### config.mk
export PLATFORM = sky130hd
export DESIGN_NAME = uart_rx_fifo
export DESIGN_NICKNAME = d
export VERILOG_FILES = /design/src/rtl/uart_pkg.sv /design/src/rtl/uart_rx_fifo_sync_fifo.sv /design/src/rtl/uart_rx_fifo.sv
export SDC_FILE = /design/constraint.sdc
export NUM_CORES = 1
export LEC_CHECK = 0
export CORE_ASPECT_RATIO = 1.5
export CORE_MARGIN = 3
export CORE_UTILIZATION = 55
export DETAILED_ROUTE_END_ITERATION = 8
export PLACE_DENSITY_LB_ADDON = 0.2
export SLEW_MARGIN = 40
export SYNTH_ARGS = -nofsm -noshare
export SYNTH_HDL_FRONTEND = slang
export SYNTH_SLANG_ARGS = --single-unit
### constraint.sdc
create_clock -name clk -period 4.6 [get_ports clk]
set_input_delay 0.46 -clock clk [delete_from_list [all_inputs] [get_ports clk]]
set_output_delay 0.46 -clock clk [all_outputs]
set_load 0.005 [all_outputs]
### src/rtl/uart_pkg.sv
// Shared types and helpers for the UART receive path.
package uart_pkg;

    typedef enum logic [1:0] {
        PAR_NONE = 2'd0,
        PAR_ODD  = 2'd1,
        PAR_EVEN = 2'd2
    } parity_t;

    typedef enum logic [2:0] {
        WAIT_IDLE,
        IDLE,
        START,
        DATA,
        PARITY,
        STOP,
        BREAK_WAIT
    } rx_state_t;

    // One FIFO entry: error status alongside the LSB-aligned character.
    typedef struct packed {
        logic       frame_err;
        logic       parity_err;
        logic [7:0] data;
    } rx_word_t;

    // Clock cycles per bit, rounded to nearest.
    function automatic int unsigned bit_cycles(input int unsigned clock_hz, input int unsigned baud);
        return (clock_hz + baud / 2) / baud;
    endfunction

endpackage

### src/rtl/uart_rx_fifo_sync_fifo.sv
// Synchronous FIFO with a registered head word; accepts a write when full
// provided the head is popped in the same cycle.
module sync_fifo #(
    parameter int unsigned WIDTH = 10,
    parameter int unsigned DEPTH = 8
) (
    input  logic                     clk,
    input  logic                     reset,
    input  logic                     push_i,
    input  logic [WIDTH-1:0]         data_i,
    input  logic                     pop_i,
    output logic [WIDTH-1:0]         data_o,
    output logic                     valid_o,
    output logic                     full_o,
    output logic [$clog2(DEPTH):0]   level_o
);

    localparam int unsigned PTR_W = $clog2(DEPTH);
    localparam int unsigned LVL_W = PTR_W + 1;

    logic [WIDTH-1:0] mem_q [DEPTH];
    logic [PTR_W-1:0] wr_q, wr_d, rd_q, rd_d;
    logic [LVL_W-1:0] level_q, level_d;
    logic [WIDTH-1:0] head_q, head_d;
    logic             valid_q, full_q;
    logic             pop_c, push_c;

    always_comb begin
        pop_c   = pop_i & valid_q;
        push_c  = push_i & (~full_q | pop_c);
        wr_d    = wr_q + PTR_W'(push_c);
        rd_d    = rd_q + PTR_W'(pop_c);
        level_d = level_q;
        if (push_c && !pop_c) begin
            level_d = level_q + 1'b1;
        end else if (pop_c && !push_c) begin
            level_d = level_q - 1'b1;
        end
        // Bypass the incoming word when it lands in the slot becoming head.
        head_d = (push_c && (wr_q == rd_d)) ? data_i : mem_q[rd_d];
    end

    always_ff @(posedge clk) begin
        if (push_c) begin
            mem_q[wr_q] <= data_i;
        end
    end

    always_ff @(posedge clk) begin
        if (reset) begin
            wr_q    <= '0;
            rd_q    <= '0;
            level_q <= '0;
            head_q  <= '0;
            valid_q <= 1'b0;
            full_q  <= 1'b0;
        end else begin
            wr_q    <= wr_d;
            rd_q    <= rd_d;
            level_q <= level_d;
            head_q  <= head_d;
            valid_q <= (level_d != '0);
            full_q  <= (level_d == LVL_W'(DEPTH));
        end
    end

    assign data_o  = head_q;
    assign valid_o = valid_q;
    assign full_o  = full_q;
    assign level_o = level_q;

endmodule

### src/rtl/uart_rx_fifo.sv
// UART receiver with mid-bit 2-of-3 majority sampling, parity/framing/break
// detection and a valid/ready drained receive FIFO.
module uart_rx_fifo
    import uart_pkg::*;
#(
    parameter int unsigned CLOCK_HZ   = 20_000_000,
    parameter int unsigned BAUD       = 115200,
    parameter int unsigned DATA_BITS  = 8,
    parameter int unsigned PARITY     = 0,
    parameter int unsigned STOP_BITS  = 1,
    parameter int unsigned FIFO_DEPTH = 8
) (
    input  logic                          clk,
    input  logic                          reset,
    input  logic                          uart_rx_pin,
    output logic [7:0]                    m_data,
    output logic                          m_frame_err,
    output logic                          m_parity_err,
    output logic                          m_valid,
    input  logic                          m_ready,
    output logic                          overrun,
    input  logic                          clear_overrun,
    output logic                          break_det,
    output logic                          rx_busy,
    output logic [$clog2(FIFO_DEPTH):0]   fifo_level
);

    localparam int unsigned BIT_CYCLES  = bit_cycles(CLOCK_HZ, BAUD);
    localparam int unsigned HALF_CYCLES = BIT_CYCLES / 2;
    localparam int unsigned CNT_W       = $clog2(BIT_CYCLES);
    localparam int unsigned IDX_W       = 3;
    localparam int unsigned WORD_W      = $bits(rx_word_t);
    localparam parity_t     PAR_MODE    = parity_t'(2'(PARITY));

    logic                 rx_meta_q, rx_s_q, rx_prev_q;
    rx_state_t            state_q, state_d;
    logic [CNT_W-1:0]     cnt_q, cnt_d;
    logic [1:0]           samp_q, samp_d;
    logic [DATA_BITS-1:0] shift_q, shift_d;
    logic [IDX_W-1:0]     bit_idx_q, bit_idx_d;
    logic                 stop_idx_q, stop_idx_d;
    logic                 par_bit_q, par_bit_d;
    logic                 ferr_q, ferr_d;
    logic                 stop_one_q, stop_one_d;
    logic                 break_det_q, rx_busy_q, overrun_q;
    logic                 edge_c, mid_c, end_c, bit_c, last_stop_c;
    logic                 push_c, brk_c, fe_c, perr_c, drop_c;
    logic                 fifo_full;
    rx_word_t             word_c, head;

    // Synchroniser resets low so the line must be seen genuinely idle first.
    always_ff @(posedge clk) begin
        if (reset) begin
            rx_meta_q <= 1'b0;
            rx_s_q    <= 1'b0;
            rx_prev_q <= 1'b0;
        end else begin
            rx_meta_q <= uart_rx_pin;
            rx_s_q    <= rx_meta_q;
            rx_prev_q <= rx_s_q;
        end
    end

    always_comb begin
        edge_c      = rx_prev_q & ~rx_s_q;
        mid_c       = (cnt_q == CNT_W'(HALF_CYCLES + 1));
        end_c       = (cnt_q == CNT_W'(BIT_CYCLES - 1));
        bit_c       = (samp_q[0] & samp_q[1]) | (samp_q[0] & rx_s_q) | (samp_q[1] & rx_s_q);
        last_stop_c = (stop_idx_q == 1'(STOP_BITS - 1));
    end

    always_ff @(posedge clk) begin
        if (reset) begin
            state_q <= WAIT_IDLE;
        end else begin
            state_q <= state_d;
        end
    end

    always_comb begin
        state_d = state_q;
        case (state_q)
            WAIT_IDLE: if (rx_s_q) state_d = IDLE;
            IDLE:      if (edge_c) state_d = START;
            START: begin
                if (mid_c && bit_c) begin
                    state_d = IDLE;
                end else if (end_c) begin
                    state_d = DATA;
                end
            end
            DATA: begin
                if (end_c && (bit_idx_q == IDX_W'(DATA_BITS - 1))) begin
                    state_d = (PAR_MODE != PAR_NONE) ? uart_pkg::PARITY : STOP;
                end
            end
            uart_pkg::PARITY: if (end_c) state_d = STOP;
            // Leave at the last stop-bit midpoint to catch a close next start.
            STOP: begin
                if (mid_c && last_stop_c) begin
                    state_d = brk_c ? BREAK_WAIT : IDLE;
                end
            end
            BREAK_WAIT: if (rx_s_q) state_d = IDLE;
            default:    state_d = WAIT_IDLE;
        endcase
    end

    always_comb begin
        push_c = (state_q == STOP) && mid_c && last_stop_c;
        brk_c  = push_c && (shift_q == '0) && !par_bit_q && !stop_one_q && !bit_c;
        fe_c   = ferr_q | ~bit_c;
        case (PAR_MODE)
            PAR_ODD:  perr_c = ~((^shift_q) ^ par_bit_q);
            PAR_EVEN: perr_c = (^shift_q) ^ par_bit_q;
            default:  perr_c = 1'b0;
        endcase
        word_c.frame_err  = fe_c;
        word_c.parity_err = perr_c;
        word_c.data       = 8'(shift_q);
    end

    // Bit timing, majority samples and frame accumulation.
    always_comb begin
        cnt_d      = cnt_q;
        samp_d     = samp_q;
        shift_d    = shift_q;
        bit_idx_d  = bit_idx_q;
        stop_idx_d = stop_idx_q;
        par_bit_d  = par_bit_q;
        ferr_d     = ferr_q;
        stop_one_d = stop_one_q;
        if (state_q == IDLE) begin
            cnt_d      = edge_c ? CNT_W'(1) : '0;
            shift_d    = '0;
            bit_idx_d  = '0;
            stop_idx_d = 1'b0;
            par_bit_d  = 1'b0;
            ferr_d     = 1'b0;
            stop_one_d = 1'b0;
        end else if (state_q inside {START, DATA, uart_pkg::PARITY, STOP}) begin
            cnt_d = end_c ? '0 : cnt_q + 1'b1;
            if (cnt_q == CNT_W'(HALF_CYCLES - 1)) samp_d[0] = rx_s_q;
            if (cnt_q == CNT_W'(HALF_CYCLES))     samp_d[1] = rx_s_q;
            if (mid_c) begin
                if (state_q == DATA)             shift_d   = {bit_c, shift_q[DATA_BITS-1:1]};
                if (state_q == uart_pkg::PARITY) par_bit_d = bit_c;
                if (state_q == STOP) begin
                    ferr_d     = ferr_q | ~bit_c;
                    stop_one_d = stop_one_q | bit_c;
                end
            end
            if (end_c && (state_q == DATA)) bit_idx_d  = bit_idx_q + 1'b1;
            if (end_c && (state_q == STOP)) stop_idx_d = ~stop_idx_q;
        end else begin
            cnt_d = '0;
        end
    end

    always_ff @(posedge clk) begin
        if (reset) begin
            cnt_q      <= '0;
            samp_q     <= '0;
            shift_q    <= '0;
            bit_idx_q  <= '0;
            stop_idx_q <= 1'b0;
            par_bit_q  <= 1'b0;
            ferr_q     <= 1'b0;
            stop_one_q <= 1'b0;
        end else begin
            cnt_q      <= cnt_d;
            samp_q     <= samp_d;
            shift_q    <= shift_d;
            bit_idx_q  <= bit_idx_d;
            stop_idx_q <= stop_idx_d;
            par_bit_q  <= par_bit_d;
            ferr_q     <= ferr_d;
            stop_one_q <= stop_one_d;
        end
    end

    assign drop_c = push_c && fifo_full && !(m_valid && m_ready);

    // Overrun set wins over a same-cycle clear.
    always_ff @(posedge clk) begin
        if (reset) begin
            break_det_q <= 1'b0;
            rx_busy_q   <= 1'b0;
            overrun_q   <= 1'b0;
        end else begin
            break_det_q <= brk_c;
            rx_busy_q   <= !(state_d inside {IDLE, WAIT_IDLE});
            if (drop_c) begin
                overrun_q <= 1'b1;
            end else if (clear_overrun) begin
                overrun_q <= 1'b0;
            end
        end
    end

    sync_fifo #(
        .WIDTH (WORD_W),
        .DEPTH (FIFO_DEPTH)
    ) u_fifo (
        .clk     (clk),
        .reset   (reset),
        .push_i  (push_c),
        .data_i  (word_c),
        .pop_i   (m_ready),
        .data_o  (head),
        .valid_o (m_valid),
        .full_o  (fifo_full),
        .level_o (fifo_level)
    );

    assign m_data       = head.data;
    assign m_frame_err  = head.frame_err;
    assign m_parity_err = head.parity_err;
    assign break_det    = break_det_q;
    assign rx_busy      = rx_busy_q;
    assign overrun      = overrun_q;

endmodule

# Word-level counts from Yosys, hierarchy flattened
# Memories as Yosys holds them, arrays and structs flattened. A register that Yosys moved wholly into a read port is not among the register bits.
# Index checks and enable logic that the tools add are counted.
[classes]
magnitude_cmp = 0
shift = 0
n_mul = 0
mux = 19
n_eq_ne = 14
n_bitwise = 16
addsub = 6
n_div = 0
n_reduce_logical = 41
[ops]
columns = ["op", "count"]
rows = [
  ["equality test 8 x 7 -> 1 bit, second input constant", 3],
  ["two-way mux 3 bit", 8],
  ["two-way mux 8 bit", 3],
  ["case mux 3 bit (6 select lines)", 1],
  ["logical AND 1 bit", 17],
  ["AND reduction 3 bit", 5],
  ["equality test 3 bit, second input constant", 4],
  ["adder 8 x 1 -> 8 bit, second input constant", 1],
  ["equality test 8 bit, second input constant", 1],
  ["zero test 8 bit", 1],
  ["two-way mux 4 bit", 2],
  ["nonzero test 4 bit", 2],
  ["zero test 1 bit", 7],
  ["adder 3 x 1 -> 3 bit", 2],
  ["AND 1 bit", 6],
  ["equality test 3 x 1 -> 1 bit, second input constant", 2],
  ["equality test 3 x 2 -> 1 bit, second input constant", 2],
  ["zero test 3 bit", 2],
  ["OR reduction 2 bit", 3],
  ["two-way mux 1 bit", 5],
  ["inverter 1 bit", 5],
  ["OR 1 bit", 5],
  ["adder 4 x 1 -> 4 bit, second input constant", 1],
  ["equality test 4 bit, second input constant", 1],
  ["other kinds (5)", 7],
]
[totals]
mem_bits_ro = 0
mem_bits_rw = 72
reg_bits = 47
latch_bits = 0
output_inout_bits = 18
in_bits = 5
memories = 1
wordCells = 119
[memory_table]
columns = ["name", "depth", "word_bits", "read_ports", "rd_ports_with_merged_regs", "wr", "line", "text"]
rows = [
  ["u_fifo.mem_q", 8, 9, 1, 1, 1, "uart_rx_fifo_sync_fifo.sv:21", "logic [WIDTH-1:0] mem_q [DEPTH];"],
]

# Depth between registers and ports, before layout
# Gate-level depths: netlist of the first run.
[logic_depth]
ltp_word = 13
ltp_mapped = 10
ltp_nobuf = 9

# By module
# A second synthesis of the first run with hierarchy kept.
[hier_totals]
hier_cells = 419
area_unflattened_um2 = 5574.1
[by_module_without_submodules]
columns = ["module", "n_inst", "cells_each", "area_per_inst_um2"]
rows = [
  ["sync_fifo", 1, 240, 4005.1],
  ["uart_rx_fifo", 1, 179, 1569.0],
]

# Worst setup path before layout of the first run
# Ideal clock, no wire load.
[synth_timing]
path_type = "register to register"
start = "register cnt_q[0]"
end = "memory u_fifo.mem_q[0][0] in the netlist's numbering, enable pin"
t_arrival_ps = 2151
synth_period_minus_slack_ps = 2538
t_required_ps = 4213
stages_incl_launch_ff = 8
n_path_buf = 0
setup_slack_ps = 2062
cell_sequence = "dfxtp_1 inv_1 ha_1 nand3b_2 nor4b_4 a21boi_4 or2b_1 nor3_1"
[synth_via]
elab_chain_cells = 6
[synth_lines]
columns = ["element", "line", "text"]
rows = [
  ["start, declared", "uart_rx_fifo.sv:37", "logic [CNT_W-1:0] cnt_q, cnt_d;"],
  ["start signal, assigned", "uart_rx_fifo.sv:171", "cnt_q <= cnt_d;"],
  ["equality test 8 x 7 -> 1 bit", "uart_rx_fifo.sv:66", "mid_c = (cnt_q == CNT_W'(HALF_CYCLES + 1));"],
  ["logical AND 1 bit (2 in a row)", "uart_rx_fifo.sv:110", "push_c = (state_q == STOP) && mid_c && last_stop_c;"],
  ["AND 1 bit", "uart_rx_fifo_sync_fifo.sv:30", "push_c = push_i & (~full_q | pop_c);"],
  ["two-way mux 1 bit", "uart_rx_fifo_sync_fifo.sv:44", "if (push_c) begin"],
  ["two-way mux 1 bit (not written as such)", "uart_rx_fifo_sync_fifo.sv:45", "mem_q[wr_q] <= data_i;"],
  ["end, declared", "uart_rx_fifo_sync_fifo.sv:21", ""],
]
# Every way passes these cells.

# Worst setup path after layout of the first run
[layout_timing]
start = "register cnt_q[0]"
end = "memory u_fifo.mem_q[6][7] in the netlist's numbering, enable pin"
# The elaborated chain is that of the path after synthesis.

==> impl_metrics.xml, run 1 <==
<?xml version="1.0" encoding="UTF-8"?>
<metrics>
  <group name="outcome">
    <metric name="outcome" unit="">finished, final reports clean</metric>
  </group>
  <group name="clock_network">
    <metric name="cts_tree" unit="">yes</metric>
    <metric name="clkLatencyLatePin" unit="ps">400</metric>
    <metric name="htreeDepth" unit="">4</metric>
    <metric name="cts-root-buf" unit="">sky130_fd_sc_hd__clkbuf_16</metric>
    <metric name="cts_num_sinks" unit="">127</metric>
    <metric name="clk_path_buf_depth" unit="">2</metric>
    <metric name="post_cts_resize_count" unit="">0</metric>
    <metric name="cts-hold-fix-buffers" unit="">0</metric>
    <metric name="post_cts_buffers" unit="">0</metric>
    <metric name="clk_pin_slew_worst_paths" unit="ps">50</metric>
    <metric name="cts_bufs_inserted" unit="">17</metric>
  </group>
  <group name="floorplan">
    <metric name="io-pin-count" unit="">23</metric>
    <metric name="rows" unit="">43</metric>
    <metric name="die-width" unit="um">85.9</metric>
    <metric name="die_height" unit="um">126</metric>
    <metric name="core_region_area" unit="um2">9310</metric>
    <metric name="start_util" unit="">0.566</metric>
    <metric name="fp.dieArea" unit="um2">10800</metric>
  </group>
  <group name="logic_synthesis">
    <metric name="post_synth_mux_area_share" unit="">0.138</metric>
    <metric name="synth_largest_area_cell" unit="">sky130_fd_sc_hd__edfxtp_1</metric>
    <metric name="dominant_combinational_cell_family_by_area_after_synthesis" unit="">multiplexers</metric>
    <metric name="synthCells" unit="">382</metric>
    <metric name="post_synth_xor_area_fraction" unit="">0.0266</metric>
    <metric name="synth-adder-area-share" unit="">0.0304</metric>
    <metric name="synth_edf_count" unit="">72</metric>
    <metric name="post_synthesis_sequential_area_ratio" unit="">0.619</metric>
    <metric name="postSynth.topFlopCell" unit="">sky130_fd_sc_hd__edfxtp_1</metric>
    <metric name="yosys_warnings" unit="">0</metric>
    <metric name="postSynthRegisterBits" unit="">127</metric>
    <metric name="ys_types" unit="">57</metric>
    <metric name="synth.area.top_cells" unit="">sky130_fd_sc_hd__edfxtp_1 (41%), sky130_fd_sc_hd__dfxtp_1 (21%), sky130_fd_sc_hd__mux4_2 (7.7%)</metric>
    <metric name="mappedNetlistArea" unit="um2">5270</metric>
    <metric name="synth_top_cell_area_share" unit="">0.410</metric>
    <metric name="async_s_r_ff_share_synth" unit="">0</metric>
    <metric name="post_synth_and_or_nand_nor_area_fraction" unit="">0.123</metric>
    <metric name="avgSynthCellArea" unit="um2">13.8</metric>
    <metric name="synth_area_in_compound_gates" unit="">0.0382</metric>
    <metric name="mappedNetlistNets" unit="">399</metric>
  </group>
  <group name="critical_path">
    <metric name="crit_fanout" unit="">11</metric>
    <metric name="worst_path_dominant_cell_family" unit="">simple AND/OR/NAND/NOR gates</metric>
    <metric name="timing.critical_path.to_type" unit="">flip-flop</metric>
    <metric name="crit_chain" unit="">inv_1 -&gt; ha_1 -&gt; nand3b_2 -&gt; nor4b_4 -&gt; a21boi_4 -&gt; or2b_1 -&gt; nor2_2</metric>
    <metric name="critPathSlowestCell" unit="">sky130_fd_sc_hd__nor4b_4</metric>
    <metric name="worst_ep_arrival" unit="ps">2960</metric>
    <metric name="cp.required" unit="ps">4630</metric>
    <metric name="critPathBufInv" unit="">1</metric>
    <metric name="critPathKind" unit="">flip-flop to flip-flop</metric>
    <metric name="worst-r2r-setup-slack" unit="ps">1670</metric>
    <metric name="start_kind" unit="">flip-flop</metric>
    <metric name="critical_path.max_stage_delay" unit="ps">590</metric>
  </group>
  <group name="timing">
    <metric name="report.final.slew_viol_count" unit="">0</metric>
    <metric name="rsz0062_at_grt" unit="">false</metric>
    <metric name="post-route-period-util" unit="">0.637</metric>
    <metric name="period_needed" unit="ps">2930</metric>
    <metric name="max_slew.worst_pin.slew" unit="ps">694</metric>
    <metric name="upper_clock_frequency_limit" unit="MHz">341</metric>
    <metric name="final_setup_fails" unit="">0</metric>
    <metric name="final.setup.worst_slack" unit="ps">1670</metric>
    <metric name="finalClockSkew" unit="ps">7.89</metric>
    <metric name="setup-tns-final" unit="ps">0</metric>
    <metric name="count_of_endpoints_failing_hold_in_the_final_timing_report" unit="">0</metric>
    <metric name="slew_headroom" unit="">0.536</metric>
  </group>
  <group name="drt">
    <metric name="dr_total_vias" unit="">3050</metric>
    <metric name="drt_pass1_iterations" unit="">5</metric>
    <metric name="drt-initial-drc-count" unit="">207</metric>
    <metric name="post-route-drc-count" unit="">0</metric>
    <metric name="viasPerCell" unit="">5.72</metric>
    <metric name="ant_nets" unit="">0</metric>
    <metric name="detail_route.wl_per_cell" unit="um">18.6</metric>
    <metric name="drt_wl_total" unit="um">9900</metric>
  </group>
  <group name="global_routing">
    <metric name="antenna_found_initial" unit="">0</metric>
    <metric name="grt_start_max_net_pins" unit="">31</metric>
    <metric name="global_route.overflow_total" unit="">0</metric>
    <metric name="grt_first_pass_wirelength" unit="um">16400</metric>
    <metric name="grt_util_all_layers" unit="">0.204</metric>
    <metric name="first_global_vias" unit="">3241</metric>
  </group>
  <group name="finish">
    <metric name="antenna-diode-count" unit="">0</metric>
    <metric name="final_core_util" unit="">0.662</metric>
    <metric name="flow.area_growth_from_synthesis" unit="%">17.0</metric>
    <metric name="stdcell_area" unit="um2">6160</metric>
    <metric name="post_route_cells_drive_above_1_share" unit="">0.183</metric>
    <metric name="finish.net_count" unit="">425</metric>
  </group>
  <group name="flow_run">
    <metric name="timing.max_cap.violations" unit="">0</metric>
  </group>
  <group name="placement">
    <metric name="detailedPlace.worstSlack" unit="ps">1260</metric>
    <metric name="gpl_congestion" unit="">0.897</metric>
    <metric name="place_hpwl" unit="um">6450</metric>
    <metric name="io_buffers" unit="">21</metric>
    <metric name="post_dp_cell_area" unit="um2">5580</metric>
  </group>
  <group name="hold_path">
    <metric name="min-delay-path-class" unit="">flip-flop to flip-flop</metric>
  </group>
  <group name="power">
    <metric name="pwr_density_cell" unit="nW/um2">469</metric>
    <metric name="ir_worst_vdd" unit="mV">0.460</metric>
    <metric name="p_leak" unit="nW">2.06</metric>
  </group>
</metrics>
[power breakdown]
group | leakage (nW) | switching (mW) | total (mW) | internal [mW]
registers | 1.10 | 0.0235 | 1.25 | 1.22
clock network | 0.285 | 0.439 | 1.27 | 0.833
logic | 0.677 | 0.157 | 0.372 | 0.215
[stage by stage]
stage	power (mW)	hold slack, ps	instances
6_report	2.89	440	533
5_1_grt	3.00	456	533
4_1_cts	2.91	448	533
3_5_place_dp	1.64	437	501
3_3_place_gp	1.64	416	501
2_1_floorplan	1.54	414	382
[final cells by class]
type | instances | area (um2)
inverter | 8 | 30.0
sequential | 127 | 3260
clock buffer | 27 | 526
fill | 669 | 3150
multi-input combinational | 230 | 1920
tap | 112 | 140
clock inverter | 5 | 50.0
timing repair buffer | 24 | 233
[flip-flops by register name (all words and copies together), names as in the netlist, 2 cells and up]
name and cells:
bit_idx_q 3, cnt_q 8, samp_q 2, shift_q 8
state_q 3, u_fifo.data_o 9, u_fifo.level_o 4, u_fifo.mem_q 72
u_fifo.rd_q 3, u_fifo.wr_q 3
[cell usage in the layout (no fill, tap or decap), types with 3 or more instances in the layout]
cell / synthesis / final
sky130_fd_sc_hd__edfxtp_1: 72 / 72
sky130_fd_sc_hd__dfxtp_1: 55 / 55
sky130_fd_sc_hd__nor2_1: 54 / 48
sky130_fd_sc_hd__mux2i_1: 22 / 22
sky130_fd_sc_hd__clkdlybuf4s50_1: 0 / 21
sky130_fd_sc_hd__nand2_1: 19 / 19
sky130_fd_sc_hd__clkbuf_16: 0 / 19
sky130_fd_sc_hd__mux4_2: 18 / 18
sky130_fd_sc_hd__ha_1: 12 / 11
sky130_fd_sc_hd__nor2b_1: 10 / 10
sky130_fd_sc_hd__xnor2_1: 10 / 10
sky130_fd_sc_hd__mux2_2: 9 / 9
sky130_fd_sc_hd__inv_1: 8 / 8
sky130_fd_sc_hd__nor2_2: 1 / 7
sky130_fd_sc_hd__a21oi_1: 7 / 7
sky130_fd_sc_hd__xor2_1: 6 / 6
sky130_fd_sc_hd__nand3_1: 6 / 6
sky130_fd_sc_hd__clkbuf_1: 10 / 6
sky130_fd_sc_hd__nand2b_1: 5 / 5
sky130_fd_sc_hd__nand4_1: 4 / 4
sky130_fd_sc_hd__clkinv_2: 0 / 4
sky130_fd_sc_hd__a31oi_1: 3 / 3
sky130_fd_sc_hd__nor3_1: 5 / 3
sky130_fd_sc_hd__o21ai_0: 3 / 3
sky130_fd_sc_hd__buf_4: 1 / 3
[final timing paths]
path / start / endpoint / cells past startpoint
min reg2reg: rx_meta_q / rx_s_q / 1
max reg2reg: cnt_q[0] / u_fifo.mem_q[6][7] / 7
min: rx_meta_q / rx_s_q / 1
max: cnt_q[0] / u_fifo.mem_q[6][7] / 7
[per-layer routing]
layer / routed length, um / vias to the layer above / part of all wire / GRT usage
li1: - / 1454 / - / -
met1: 3770 / 1525 / 0.38 / 0.223
met4: 125 / 0 / 0.013 / 0.0774
met2: 5600 / 63 / 0.57 / 0.361
met3: 394 / 8 / 0.040 / 0.0654
met5: 0 / - / 0 / 0
[synthesized netlist by cell type (3+ instances only)]
cell	n
sky130_fd_sc_hd__a31oi_1	3
sky130_fd_sc_hd__a21oi_1	7
sky130_fd_sc_hd__xor2_1	6
sky130_fd_sc_hd__nand2b_1	5
sky130_fd_sc_hd__nand2_1	19
sky130_fd_sc_hd__nor2_1	54
sky130_fd_sc_hd__nand3_1	6
sky130_fd_sc_hd__mux2i_1	22
sky130_fd_sc_hd__inv_1	8
sky130_fd_sc_hd__nor3_1	5
sky130_fd_sc_hd__clkbuf_1	10
sky130_fd_sc_hd__o21ai_0	3
sky130_fd_sc_hd__nor2b_1	10
sky130_fd_sc_hd__ha_1	12
sky130_fd_sc_hd__nand4_1	4
sky130_fd_sc_hd__mux4_2	18
sky130_fd_sc_hd__mux2_2	9
sky130_fd_sc_hd__xnor2_1	10
sky130_fd_sc_hd__dfxtp_1	55
sky130_fd_sc_hd__edfxtp_1	72
[cell families (layout without fill, tap and decap cells)]
| family | after synthesis | after routing |
|---|---|---|
| fa+ha+maj | 13 | 13 |
| xor+xnor | 16 | 16 |
| other cells | 1 | 1 |
| simple gates | 123 | 123 |
| buf+inv | 25 | 64 |
| flops | 127 | 127 |
| compound gates | 28 | 28 |
| mux | 49 | 49 |
[worst reg2reg max path: cells and delay by family, from the launching register on]
family                   cells  cell delay, ps
buffers and inverters        1             100
flip-flops                   1             350
AO/OA/AOI/OAI                1             320
AND/OR/NAND/NOR              4            1620
adder cells (fa/ha/maj)      1             160
(Power assumes the default switching activity.)
==> run 2: changes to the inputs <==
==> constraint.sdc (replaced) <==
create_clock -name clk -period 3.1 [get_ports clk]
set_input_delay 0.31 -clock clk [delete_from_list [all_inputs] [get_ports clk]]
set_output_delay 0.31 -clock clk [all_outputs]
set_load 0.005 [all_outputs]
==> run 2 against run 1 <==
  * Sequential share of layout area is 0.70 points lower
  * Fmax is 26% higher
  * Clock skew hardly changed
  * Critical path type unchanged
  * Largest cell class unchanged
  * Highest routed layer unchanged
==> impl_metrics.xml, run 2 (synthesis results as in run 1) <==
<?xml version="1.0" encoding="UTF-8"?>
<metrics>
  <group name="finish">
    <metric name="top_register" unit="">u_fifo.mem_q</metric>
    <metric name="layout.cells.most_common_list" unit="">sky130_fd_sc_hd__edfxtp_1 (72), sky130_fd_sc_hd__dfxtp_1 (55), sky130_fd_sc_hd__nor2_1 (54), sky130_fd_sc_hd__mux2i_1 (22), sky130_fd_sc_hd__clkdlybuf4s50_1 (21)</metric>
    <metric name="max_ffs_per_register" unit="">72</metric>
    <metric name="layout_commonest_cell" unit="">sky130_fd_sc_hd__edfxtp_1</metric>
    <metric name="finish.net_count" unit="">438</metric>
    <metric name="nFillCells" unit="">684</metric>
    <metric name="post_route_cells_drive_above_1_share" unit="">0.194</metric>
    <metric name="flow.area_growth_from_synthesis" unit="%">18.6</metric>
    <metric name="antenna-diode-count" unit="">0</metric>
  </group>
  <group name="timing">
    <metric name="slew_headroom" unit="">0.633</metric>
    <metric name="report.final.slew_viol_count" unit="">0</metric>
    <metric name="max_slew.worst_pin.slew" unit="ps">550</metric>
    <metric name="holdWs" unit="ps">449</metric>
    <metric name="count_of_endpoints_failing_hold_in_the_final_timing_report" unit="">0</metric>
    <metric name="final_setup_fails" unit="">0</metric>
    <metric name="post-route-period-util" unit="">0.753</metric>
    <metric name="setup-tns-final" unit="ps">0</metric>
    <metric name="period_needed" unit="ps">2330</metric>
    <metric name="finalClockSkew" unit="ps">8.32</metric>
    <metric name="rsz0062_at_grt" unit="">false</metric>
    <metric name="upper_clock_frequency_limit" unit="MHz">429</metric>
    <metric name="final.setup.worst_slack" unit="ps">766</metric>
  </group>
  <group name="drt">
    <metric name="detail_route.wl_per_cell" unit="um">19.0</metric>
    <metric name="ant_nets" unit="">0</metric>
    <metric name="drt_pass1_iterations" unit="">7</metric>
    <metric name="post-route-drc-count" unit="">0</metric>
    <metric name="drt-initial-drc-count" unit="">158</metric>
    <metric name="drt_wl_total" unit="um">10400</metric>
    <metric name="dr_total_vias" unit="">3177</metric>
    <metric name="viasPerCell" unit="">5.82</metric>
  </group>
  <group name="critical_path">
    <metric name="crit_fanout" unit="">9</metric>
    <metric name="critPathBufInv" unit="">2</metric>
    <metric name="worst-r2r-setup-slack" unit="ps">770</metric>
    <metric name="worst_path_dominant_cell_family" unit="">simple AND/OR/NAND/NOR gates</metric>
    <metric name="reg2regPathDepth" unit="">8</metric>
    <metric name="timing.critical_path.to_type" unit="">flip-flop</metric>
    <metric name="crit_chain" unit="">inv_1 -&gt; ha_1 -&gt; nand3b_2 -&gt; nor4b_4 -&gt; a21boi_4 -&gt; or2b_1 -&gt; nor3_1 -&gt; buf_4</metric>
    <metric name="rr_endpoint" unit="">u_fifo.mem_q[0][5]</metric>
    <metric name="worst_ep_arrival" unit="ps">2430</metric>
    <metric name="crit-reg2reg-launch" unit="">cnt_q[0]</metric>
    <metric name="critPathKind" unit="">flip-flop to flip-flop</metric>
    <metric name="start_kind" unit="">flip-flop</metric>
    <metric name="critPathSlowestCell" unit="">sky130_fd_sc_hd__dfxtp_1</metric>
    <metric name="cp.required" unit="ps">3200</metric>
    <metric name="critical_path.max_stage_delay" unit="ps">350</metric>
  </group>
  <group name="clock_network">
    <metric name="clk_path_buf_depth" unit="">2</metric>
    <metric name="post_cts_resize_count" unit="">0</metric>
    <metric name="cts-hold-fix-buffers" unit="">0</metric>
    <metric name="cts_num_sinks" unit="">127</metric>
    <metric name="cts_tree" unit="">yes</metric>
    <metric name="cts-root-buf" unit="">sky130_fd_sc_hd__clkbuf_16</metric>
    <metric name="htreeDepth" unit="">4</metric>
    <metric name="clk_pin_slew_worst_paths" unit="ps">60</metric>
    <metric name="clkLatencyLatePin" unit="ps">400</metric>
    <metric name="post_cts_buffers" unit="">0</metric>
    <metric name="cts_bufs_inserted" unit="">17</metric>
  </group>
  <group name="hold_path">
    <metric name="hold_end" unit="">rx_s_q</metric>
    <metric name="min_from" unit="">rx_meta_q</metric>
    <metric name="min-delay-path-class" unit="">flip-flop to flip-flop</metric>
    <metric name="min_path_cells" unit="">1</metric>
  </group>
  <group name="power">
    <metric name="power_frac_seq" unit="">0.422</metric>
    <metric name="p_leak" unit="nW">2.14</metric>
    <metric name="p_comb_frac" unit="">0.134</metric>
    <metric name="ir_worst_vdd" unit="mV">0.476</metric>
    <metric name="power.net_switching" unit="mW">0.953</metric>
    <metric name="pwr_density_cell" unit="nW/um2">701</metric>
    <metric name="internal_power" unit="mW">3.43</metric>
    <metric name="p_clk_frac" unit="">0.444</metric>
    <metric name="power.share.switching" unit="">0.218</metric>
  </group>
  <group name="floorplan">
    <metric name="fp.dieArea" unit="um2">10800</metric>
    <metric name="io-pin-count" unit="">23</metric>
    <metric name="die_height" unit="um">126</metric>
    <metric name="start_util" unit="">0.566</metric>
    <metric name="rows" unit="">43</metric>
    <metric name="core_region_area" unit="um2">9310</metric>
    <metric name="die-width" unit="um">85.9</metric>
  </group>
  <group name="outcome">
    <metric name="outcome" unit="">finished, final reports clean</metric>
  </group>
  <group name="global_routing">
    <metric name="global_route.overflow_total" unit="">0</metric>
    <metric name="grt_start_max_net_pins" unit="">31</metric>
    <metric name="first_global_vias" unit="">3244</metric>
    <metric name="grt_util_all_layers" unit="">0.211</metric>
    <metric name="grt_first_pass_wirelength" unit="um">16900</metric>
    <metric name="antenna_found_initial" unit="">0</metric>
  </group>
  <group name="placement">
    <metric name="gpl_congestion" unit="">0.896</metric>
    <metric name="io_buffers" unit="">21</metric>
    <metric name="detailedPlace.worstSlack" unit="ps">490</metric>
    <metric name="place_hpwl" unit="um">6520</metric>
  </group>
  <group name="flow_run">
    <metric name="timing.max_cap.violations" unit="">0</metric>
  </group>
</metrics>
[run 2: stage by stage]
step	power (mW)	std cells	utilization	cell area, um2
6_report	4.38	546	0.671	6240
5_1_grt	4.55	546	0.671	6240
4_1_cts	4.42	546	0.671	6240
3_5_place_dp	2.48	514	0.608	5660
3_3_place_gp	2.46	514	0.608	5660
2_1_floorplan	2.29	382	-	5270
[run 2: worst max-delay path by stage]
stage          slack, ps  cells past startpoint                  to  startpoint
2_1_floorplan        560                      7  u_fifo.mem_q[0][0]    cnt_q[0]
3_3_place_gp         580                     10    u_fifo.data_o[0]     m_ready
3_5_place_dp         490                     10    u_fifo.data_o[1]     m_ready
4_1_cts              770                      8  u_fifo.mem_q[0][2]    cnt_q[0]
5_1_grt              620                      8  u_fifo.mem_q[0][2]    cnt_q[0]
6_report             770                      8  u_fifo.mem_q[0][5]    cnt_q[0]
[run 2: worst reg2reg max path: stages (launching register included)]
cell and delay, ps:
sky130_fd_sc_hd__dfxtp_1 350, sky130_fd_sc_hd__inv_1 100, sky130_fd_sc_hd__ha_1 160, sky130_fd_sc_hd__nand3b_2 150, sky130_fd_sc_hd__nor4b_4 300, sky130_fd_sc_hd__a21boi_4 260, sky130_fd_sc_hd__or2b_1 290, sky130_fd_sc_hd__nor3_1 150
sky130_fd_sc_hd__buf_4 250
[run 2: power by group through the flow]
| stage | clock network [mW] | logic, mW | registers [mW] |
|---|---|---|---|
| after floorplan | 0 | 0.409 | 1.88 |
| after CTS | 1.97 | 0.597 | 1.85 |
| after global routing | 2.05 | 0.645 | 1.85 |
| after detailed placement | 0 | 0.594 | 1.88 |
| after global placement | 0 | 0.580 | 1.88 |
| final | 1.95 | 0.588 | 1.85 |
[run 2: per-layer routing]
metal | global-route usage | up-vias | share of wire
li1 | - | 1474 | -
met1 | 0.238 | 1592 | 0.38
met2 | 0.370 | 96 | 0.56
met3 | 0.0641 | 15 | 0.043
met4 | 0.0755 | 0 | 0.018
met5 | 0 | - | 0
[run 2: final cells by class]
type	count	area, um2	area share
sequential	127	3260	0.523
timing repair buffer	37	343	0.0549
clock inverter	13	145	0.0232
inverter	8	30.0	0.00481
multi-input combinational	230	1880	0.301
clock buffer	19	443	0.0709
tap	112	140	0.0224
==> run 3: changes to the inputs <==
==> constraint.sdc (replaced) <==
create_clock -name clk -period 2.19 [get_ports clk]
set_input_delay 0.219 -clock clk [delete_from_list [all_inputs] [get_ports clk]]
set_output_delay 0.219 -clock clk [all_outputs]
set_load 0.005 [all_outputs]
==> run 3 against run 2 <==
  * Power is 44% higher
  * Flip-flop and latch count is the same
  * Critical endpoint is now u_fifo.mem_q[1][3]
  * Fmax rose by 8.5%
==> impl_metrics.xml, run 3 (synthesis results as in run 1) <==
<?xml version="1.0" encoding="UTF-8"?>
<metrics>
  <group name="power">
    <metric name="ir_worst_vdd" unit="mV">0.745</metric>
    <metric name="p_comb_frac" unit="">0.151</metric>
    <metric name="p_clk_frac" unit="">0.435</metric>
    <metric name="power.net_switching" unit="mW">1.42</metric>
    <metric name="p_leak" unit="nW">2.32</metric>
    <metric name="pwr_density_cell" unit="nW/um2">955</metric>
    <metric name="internal_power" unit="mW">4.89</metric>
    <metric name="power_frac_seq" unit="">0.414</metric>
    <metric name="power.share.switching" unit="">0.225</metric>
  </group>
  <group name="placement">
    <metric name="io_buffers" unit="">21</metric>
    <metric name="gpl_congestion" unit="">0.869</metric>
    <metric name="dp.cells" unit="">535</metric>
    <metric name="place_hpwl" unit="um">6950</metric>
    <metric name="post_dp_cell_area" unit="um2">5840</metric>
  </group>
  <group name="drt">
    <metric name="drt_pass1_iterations" unit="">6</metric>
    <metric name="drt-initial-drc-count" unit="">259</metric>
    <metric name="drt_wl_total" unit="um">11300</metric>
    <metric name="detail_route.wl_per_cell" unit="um">19.7</metric>
    <metric name="viasPerCell" unit="">5.72</metric>
    <metric name="dr_total_vias" unit="">3285</metric>
    <metric name="post-route-drc-count" unit="">0</metric>
    <metric name="ant_nets" unit="">0</metric>
  </group>
  <group name="critical_path">
    <metric name="critical_path.max_stage_delay" unit="ps">340</metric>
    <metric name="timing.critical_path.to_type" unit="">flip-flop</metric>
    <metric name="crit_chain" unit="">inv_2 -&gt; ha_4 -&gt; nand3b_4 -&gt; nor4b_4 -&gt; a21boi_4 -&gt; buf_6 -&gt; nand2_4 -&gt; nor3_4 -&gt; buf_6</metric>
    <metric name="worst_ep_arrival" unit="ps">2270</metric>
    <metric name="critPathKind" unit="">flip-flop to flip-flop</metric>
    <metric name="worst_path_most_repeated_cell" unit="">sky130_fd_sc_hd__buf_6</metric>
    <metric name="crit_fanout" unit="">5</metric>
    <metric name="start_kind" unit="">flip-flop</metric>
    <metric name="critPathSlowestCell" unit="">sky130_fd_sc_hd__nor4b_4</metric>
    <metric name="cp.required" unit="ps">2310</metric>
  </group>
  <group name="global_routing">
    <metric name="grt_start_max_net_pins" unit="">24</metric>
    <metric name="antenna_found_initial" unit="">0</metric>
    <metric name="first_global_vias" unit="">3498</metric>
    <metric name="grt_util_all_layers" unit="">0.214</metric>
    <metric name="global_route.overflow_total" unit="">0</metric>
    <metric name="grt_first_pass_wirelength" unit="um">17200</metric>
  </group>
  <group name="finish">
    <metric name="final-instance-count-excl-fill" unit="">574</metric>
    <metric name="post_route_cells_drive_above_1_share" unit="">0.277</metric>
    <metric name="flow.area_growth_from_synthesis" unit="%">25.5</metric>
    <metric name="max_ffs_per_register" unit="">72</metric>
    <metric name="top_register" unit="">u_fifo.mem_q</metric>
    <metric name="nFillCells" unit="">616</metric>
    <metric name="stdcell_area" unit="um2">6610</metric>
    <metric name="antenna-diode-count" unit="">0</metric>
    <metric name="layout.cells.most_common_list" unit="">sky130_fd_sc_hd__edfxtp_1 (72), sky130_fd_sc_hd__dfxtp_1 (54), sky130_fd_sc_hd__nor2_1 (50), sky130_fd_sc_hd__buf_4 (32), sky130_fd_sc_hd__clkdlybuf4s50_1 (21)</metric>
    <metric name="layout_commonest_cell" unit="">sky130_fd_sc_hd__edfxtp_1</metric>
    <metric name="finish.net_count" unit="">466</metric>
  </group>
  <group name="floorplan">
    <metric name="fp.dieArea" unit="um2">10800</metric>
    <metric name="rows" unit="">43</metric>
    <metric name="start_util" unit="">0.566</metric>
    <metric name="core_region_area" unit="um2">9310</metric>
    <metric name="die-width" unit="um">85.9</metric>
    <metric name="die_height" unit="um">126</metric>
    <metric name="io-pin-count" unit="">23</metric>
  </group>
  <group name="timing">
    <metric name="finalClockSkew" unit="ps">7.06</metric>
    <metric name="count_of_endpoints_failing_hold_in_the_final_timing_report" unit="">0</metric>
    <metric name="final_setup_fails" unit="">0</metric>
    <metric name="period_needed" unit="ps">2150</metric>
    <metric name="rsz0062_at_grt" unit="">true</metric>
    <metric name="setup-tns-final" unit="ps">0</metric>
    <metric name="upper_clock_frequency_limit" unit="MHz">465</metric>
    <metric name="post-route-period-util" unit="">0.982</metric>
    <metric name="report.final.slew_viol_count" unit="">0</metric>
  </group>
  <group name="clock_network">
    <metric name="clk_pin_slew_worst_paths" unit="ps">60</metric>
    <metric name="cts_num_sinks" unit="">127</metric>
    <metric name="htreeDepth" unit="">4</metric>
    <metric name="clk_path_buf_depth" unit="">2</metric>
    <metric name="clkLatencyLatePin" unit="ps">410</metric>
    <metric name="cts-root-buf" unit="">sky130_fd_sc_hd__clkbuf_16</metric>
    <metric name="cts_tree" unit="">yes</metric>
    <metric name="cts_bufs_inserted" unit="">17</metric>
    <metric name="cts-hold-fix-buffers" unit="">0</metric>
  </group>
  <group name="flow_run">
    <metric name="timing.max_cap.violations" unit="">0</metric>
  </group>
  <group name="outcome">
    <metric name="outcome" unit="">finished, final reports clean</metric>
  </group>
  <group name="hold_path">
    <metric name="min-delay-path-class" unit="">input pin to flip-flop</metric>
  </group>
</metrics>
-- run 3: final cells by class --
type / instances / area, um2 / area share
sequential: 127 / 3260 / 0.494
multi-input combinational: 231 / 1990 / 0.301
timing repair buffer: 64 / 606 / 0.0916
clock buffer: 18 / 429 / 0.0649
clock inverter: 14 / 149 / 0.0225
tap: 112 / 140 / 0.0212
inverter: 8 / 30.0 / 0.00454
-- run 3: path summary, 6_finish.rpt --
| path | end | cells past startpoint | slack, ps | from |
|---|---|---|---|---|
| max | u_fifo.mem_q[1][3] | 9 | 40 | cnt_q[1] |
| max reg2reg | u_fifo.mem_q[1][3] | 9 | 40 | cnt_q[1] |
| min | rx_meta_q | 2 | 380 | uart_rx_pin |
| min reg2reg | rx_s_q | 1 | 440 | rx_meta_q |
-- run 3: power by group through the flow --
stage | combinational [mW] | sequential, mW | clock [mW]
CTS | 0.875 | 2.61 | 2.79
global placement | 0.846 | 2.66 | 0
floorplan | 0.594 | 2.66 | 0
detailed placement | 0.863 | 2.66 | 0
global route | 1.03 | 2.62 | 2.88
finish | 0.954 | 2.61 | 2.74
-- run 3: timing repair --
action                     4_1_cts  5_1_grt
buffers inserted                 2        1
gates resized for setup          7       26
pin swaps                        3        6
setup endpoints to repair       41       78
gates cloned                     0        4
-- run 3: worst max-delay path, delay by kind of cell, from the launching register on --
| family | cells | cell delay, ps |
|---|---|---|
| AND/OR/NAND/NOR | 4 | 750 |
| buffers and inverters | 3 | 390 |
| flip-flops | 1 | 330 |
| AO/OA/AOI/OAI | 1 | 250 |
| adder cells (fa/ha/maj) | 1 | 130 |
-- run 3: per-layer routing --
layer,GRT usage,share of wire,vias to the layer above,wire length (um)
met1,0.223,0.37,1620,4240
met5,0,0,-,0
met3,0.0681,0.046,23,526
met2,0.390,0.55,113,6260
met4,0.0829,0.026,0,299
li1,-,-,1529,-
-- run 3: metrics by stage --
stage	total power, mW	setup WS (ps)	util	hold WS, ps
after floorplan	3.25	-92.0	-	347
after global placement	3.51	-234	0.627	417
after detailed placement	3.52	-308	0.627	428
after CTS	6.27	-38.5	0.694	360
after global routing	6.53	-82.3	0.710	388
final	6.31	39.7	0.710	379
